## src/rtl/decoder_pkg.sv

```systemverilog
// decoder_pkg: shared types and default parameters for the decoder_n_seq block.
//   state_t    - FSM state encoding (IDLE, DIRECT, SCAN)
//   DEF_IN_W   - default select width
//   DEF_DWELL  - default cycles each one-hot position is held in scan mode
package decoder_pkg;

    localparam int unsigned DEF_IN_W  = 3;
    localparam int unsigned DEF_DWELL = 4;

    typedef enum logic [1:0] {
        IDLE   = 2'd0,
        DIRECT = 2'd1,
        SCAN   = 2'd2
    } state_t;

endpackage : decoder_pkg

```

## src/rtl/decoder_dwell_cnt.sv

```systemverilog
// decoder_dwell_cnt: dwell counter for scan mode. Counts cycles while en=1,
// wraps after DWELL cycles and flags the last cycle of each dwell period.
//   clk, rst_n  - clock, asynchronous active-low reset
//   restart     - synchronous clear to zero (priority over counting)
//   en          - count enable
//   terminal_c  - combinational: high on the last cycle of a dwell period
module decoder_dwell_cnt #(
    parameter int unsigned DWELL = 4
) (
    input  logic clk,
    input  logic rst_n,
    input  logic restart,
    input  logic en,
    output logic terminal_c
);

    // One spare bit so DWELL-1 always fits, including DWELL = 1.
    localparam int unsigned CNT_W = $clog2(DWELL) + 1;
    localparam logic [CNT_W-1:0] CNT_LAST = CNT_W'(DWELL - 1);

    logic [CNT_W-1:0] cnt;

    assign terminal_c = en && (cnt == CNT_LAST);

    // Dwell count register
    always_ff @(posedge clk or negedge rst_n) begin
        if (!rst_n) begin
            cnt <= '0;
        end else if (restart) begin
            cnt <= '0;
        end else if (en) begin
            cnt <= terminal_c ? '0 : cnt + CNT_W'(1);
        end
    end

endmodule : decoder_dwell_cnt

```

## src/rtl/decoder_n_seq.sv

```systemverilog
// decoder_n_seq: registered one-hot decoder with an optional scan (auto-walk) mode.
// Build option: define DECODER_SCAN_EN to include the SCAN state, the dwell
// counter and the mode input; without it mode is ignored and only direct
// decoding is available.
//   clk, rst_n  - clock, asynchronous active-low reset
//   enable      - output gate; low clears out and returns the FSM to IDLE
//   mode        - 0 = direct decode, 1 = scan
//   in/in_valid - select value offered; in_ready accepts it (high when enabled)
//   out         - registered one-hot decode (zero when not valid)
//   out_valid   - out holds a live one-hot value
//   idx         - index of the currently set out bit
module decoder_n_seq
    import decoder_pkg::*;
#(
    parameter int unsigned IN_W  = DEF_IN_W,
    parameter int unsigned DWELL = DEF_DWELL
) (
    input  logic              clk,
    input  logic              rst_n,
    input  logic              enable,
    input  logic              mode,
    input  logic [IN_W-1:0]   in,
    input  logic              in_valid,
    output logic              in_ready,
    output logic [2**IN_W-1:0] out,
    output logic              out_valid,
    output logic [IN_W-1:0]   idx
);

    localparam int unsigned OUT_W = 2 ** IN_W;

    state_t            state, state_n;
    logic [IN_W-1:0]   idx_n;
    logic [OUT_W-1:0]  out_n;
    logic              valid_n;
    logic              accept;
    logic              scan_sel;
    logic              advance;

    // Ready follows enable but is held low while reset is asserted.
    assign in_ready = enable && rst_n;
    assign accept   = in_valid && in_ready;

`ifdef DECODER_SCAN_EN
    logic dwell_restart;
    logic dwell_term_c;

    assign scan_sel      = mode;
    // Counter only runs in SCAN; any reload or entry into SCAN starts a fresh dwell.
    assign dwell_restart = !enable || accept || (state != SCAN);
    assign advance       = dwell_term_c;

    decoder_dwell_cnt #(
        .DWELL (DWELL)
    ) u_dwell_cnt (
        .clk        (clk),
        .rst_n      (rst_n),
        .restart    (dwell_restart),
        .en         (state == SCAN),
        .terminal_c (dwell_term_c)
    );
`else
    logic                     mode_unused;
    localparam int unsigned   DWELL_UNUSED = DWELL;

    assign mode_unused = mode;
    assign scan_sel    = 1'b0;
    assign advance     = 1'b0;
`endif

    // State and output registers
    always_ff @(posedge clk or negedge rst_n) begin
        if (!rst_n) begin
            state     <= IDLE;
            idx       <= '0;
            out       <= '0;
            out_valid <= 1'b0;
        end else begin
            state     <= state_n;
            idx       <= idx_n;
            out       <= out_n;
            out_valid <= valid_n;
        end
    end

    // Next-state and next-output logic
    always_comb begin
        state_n = state;
        idx_n   = idx;
        out_n   = '0;
        valid_n = 1'b0;

        if (!enable) begin
            state_n = IDLE;
        end else begin
            case (state)
                IDLE: begin
                    if (accept) begin
                        idx_n   = in;
                        state_n = scan_sel ? SCAN : DIRECT;
                    end
                end
                DIRECT: begin
                    if (accept) begin
                        idx_n = in;
                    end
                    if (scan_sel) begin
                        state_n = SCAN;
                    end
                end
                SCAN: begin
                    // A reload takes priority over the dwell advance.
                    if (accept) begin
                        idx_n = in;
                    end else if (advance) begin
                        idx_n = idx + IN_W'(1);
                    end
                    if (!scan_sel) begin
                        state_n = DIRECT;
                    end
                end
                default: begin
                    state_n = IDLE;
                end
            endcase

            if (state_n != IDLE) begin
                out_n   = OUT_W'(1) << idx_n;
                valid_n = 1'b1;
            end
        end
    end

endmodule : decoder_n_seq

```

## config.mk

```make
export PLATFORM = sky130hd
export DESIGN_NAME = decoder_n_seq
export DESIGN_NICKNAME = d
export VERILOG_FILES = /design/src/rtl/decoder_pkg.sv /design/src/rtl/decoder_dwell_cnt.sv /design/src/rtl/decoder_n_seq.sv
export SDC_FILE = /design/constraint.sdc
export NUM_CORES = 1
export LEC_CHECK = 0
export BUFFER_PORTS_ARGS = -buffer_cell sky130_fd_sc_hd__buf_2
export CAP_MARGIN = 20
export CORE_MARGIN = 2
export CORE_UTILIZATION = 30
export CTS_CLUSTER_SIZE = 16
export DETAILED_ROUTE_END_ITERATION = 10
export GPL_ROUTABILITY_DRIVEN = 0
export PLACE_DENSITY = 0.51
export SLEW_MARGIN = 20
export SYNTH_ARGS = -nofsm -noshare
export SYNTH_HDL_FRONTEND = slang
export SYNTH_SLANG_ARGS = --single-unit
```

## constraint.sdc

```tcl
create_clock -name clk -period 1.5 [get_ports clk]
set_clock_uncertainty 0.05 [all_clocks]
set_input_delay 0.075 -clock clk [delete_from_list [all_inputs] [get_ports clk]]
set_output_delay 0.075 -clock clk [all_outputs]
set_load 0.02 [all_outputs]
```

==> summary.md <==
| Metric | Value |
|---|---|
| Reg2reg start | `state[0]` |
| Fin. Hold Viols | `0` |
| Gr usage total | `0.1237` |
| DRC viols | `0` |
| Static leakage | `around 0.5 nW` |
| Tmin final | `between 1.5 and 2 ns` |
| Final #Nets | `approximately 110` |
| Final worst path period share | `1.010` |
| Worst hold path class | `in2reg` |
| CTS tree | `yes` |
| Final Worst Setup Slack | `-0.01560 ns` |
| Crit path to | `out[1]` |
| Crit end category | `flop` |
| Final setup fails | `4` |
| CP startpoint | `state[0]` |
| Crit-path max FO | `5` |
| H-tree depth | `1` |
| Die area | `0.002738 sq mm` |
| Total Routed Length | `approximately 1.5 mm` |
| DR pass1 iterations | `4` |
| Routed wire length per instance | `about 13 um` |
| Synth Net Count | `70` |
| Diodes inserted | `0` |
| Total gr overflow | `0` |
| YS warnings | `0` |
| Area grow syn2layout | `48.04%` |
| Mean area per synthesized cell | `11.88 sq um` |
| Required time of the critical path | `~1.6 ns` |
| Clk sink count | `14` |
| Ports | `21` |
| Worst R2R End | `out[1]` |
| CTS Buf Count | `3` |
| IO Port Bufs | `19` |
| Most common cell after layout, fill and taps aside | `buf_2` |
| Longest Clk Path Bufs | `2` |
| Failing checks | `setup timing` |
| Most frequent cells in the layout | `buf_2 (19), dfrtp_1 (13), buf_4 (9)` |
| Die width | `around 52 um` |
| DRT iter0 DRCs | `1` |
| Reg2Reg Depth | `4` |
| Worst-case headroom to the max-slew limit | `0.8156` |
| Number of synthesized register bits | `14` |
| Vias | `533` |
| Cell variety after synth | `19` |
| Final core utilization | `0.4689` |
| Largest net degree at the start of global routing | `11` |
| Worst skew pair latency | `about 0.27 ns` |
| Worst-Margin Slew | `between 0.2 and 0.3 ns` |
| Row count | `17` |
| Hold_ws | `about 0.043 ns` |
| Power Dens Cells | `between 900 and 1000 mW/mm^2` |
| Slew Limit Fails | `0` |
| Cell count after synthesis | `59` |
| Fmax achieved | `about 660 MHz` |
| CTS root buf | `clkbuf_4` |
| CP arrival | `~1.7 ns` |
| Initial Util | `0.3167` |
| RSZ-0062 raised after global routing | `yes` |
| Overall Power | `0.9696 mW` |
| Dpl ws | `-0.08565 ns` |
| Status | `finished with violations` |
| First-pass GRT wire length | `between 2 and 2.5 mm` |
| Post-Syn Area | `between 700 and 800 sq um` |
| Detail-routed via count per cell | `~4.4` |
| Critical Path Start Type | `flop` |
| Sequential-to-total area share from yosys stat | `0.5000` |
| Clock transition at path regs | `0.08 ns` |
| VDD IR max | `between 400 and 500 uV` |
| Core ar. | `about 0.0022 sq mm` |
| Max-cap violations | `0` |
| Initial antenna violation count | `0` |
| Reg2reg setup slack | `-0.02 ns` |
| Routed Antenna Nets | `0` |
| Die Y | `roughly 52 um` |
| Vias in the first global route | `slightly above 500` |
| Critical path class | `reg2reg` |
| Share of cells above drive strength 1 | `0.6170` |
-- final cells by class --
cell class                 instances  area [sq um]
clock buffer                       3         22.52
fill                             228          1175
inverter                           3         11.26
multi-input combinational         44         432.9
sequential                        14         351.6
tap                               28         35.03
timing repair buffer              30         183.9
-- sequential cells by signal (all words and copies together) (netlist names) --
register / flops
idx: 3
state: 2
out: 8
out_valid: 1
-- metrics by stage --
stage / std cells / TNS [ns] / cell area, sq um
final: 122 / -0.04081 / 1037
after global routing: 122 / -0.5016 / 1037
after CTS: 118 / -0.03341 / 964.7
after detailed placement: 110 / -0.7045 / 860.8
after global placement: 110 / -0.6515 / 860.8
after floorplan: 59 / 0 / 700.7
-- worst max-delay path, stage by stage (launching register included) --
cell      delay (ns)
dfrtp_2         0.46
ha_2            0.19
nand4b_4        0.21
mux2_4          0.37
nor3b_2         0.16
-- power breakdown --
part / internal, mW / total [mW] / switching (mW)
logic: 0.154 / 0.326 / 0.173
clock network: 0.0929 / 0.205 / 0.112
registers: 0.410 / 0.439 / 0.0281
-- cells in the mapped netlist --
master	number	area share
mux2i_1	3	0.043
nand4_1	1	0.0089
dfrtp_1	14	0.50
nor3b_2	4	0.071
nand2b_1	4	0.036
and4b_2	1	0.016
ha_1	3	0.054
o21ai_0	1	0.0071
o21bai_4	1	0.027
or2b_1	1	0.011
nand4b_4	1	0.034
and2_2	1	0.011
mux2_4	1	0.021
a21oi_1	2	0.014
nor2_1	7	0.038
inv_1	3	0.016
nand2_1	7	0.038
mux2_2	3	0.048
nor3_1	1	0.0071
-- worst min-delay path by stage --
stage / startpoint / endpoint / cells after the start
after floorplan: rst_n / idx[0] / 0
after global placement: rst_n / idx[0] / 1
after detailed placement: rst_n / idx[0] / 1
after CTS: in[0] / idx[0] / 2
after global routing: in[0] / idx[0] / 2
final: in[0] / idx[0] / 2
-- logic make-up (layout without fill, tap and decap cells) --
group                    Yosys count  in the layout  share of synthesized area
AND/OR/NAND/NOR                   28             28                     0.2697
flip-flops                        14             14                     0.5000
multiplexers                       7              8                     0.1125
AO/OA/AOI/OAI                      4              5                    0.04821
adder cells (fa/ha/maj)            3              3                    0.05358
buffers and inverters              3             36                    0.01607
-- routing by layer --
metal | part of all wire | wire length (um) | global-route usage | vias up
li1 | - | - | - | 276
met5 | 0 | 0 | 0 | -
met2 | 0.47 | 725 | 0.1896 | 14
met1 | 0.47 | 715 | 0.1610 | 241
met3 | 0.054 | 82 | 0.02000 | 2
met4 | 0.0052 | 8 | 0.07692 | 0
-- repair_timing --
item	in CTS	in global routing
setup buffers	2	4
gates cloned	2	0
hold buffers	1	0
endpoints found under the setup margin	9	9
endpoints found under the hold margin	14	0
gates resized for setup	11	7
pin swaps	5	8
Note: power is estimated with default switching activity, not from simulation.
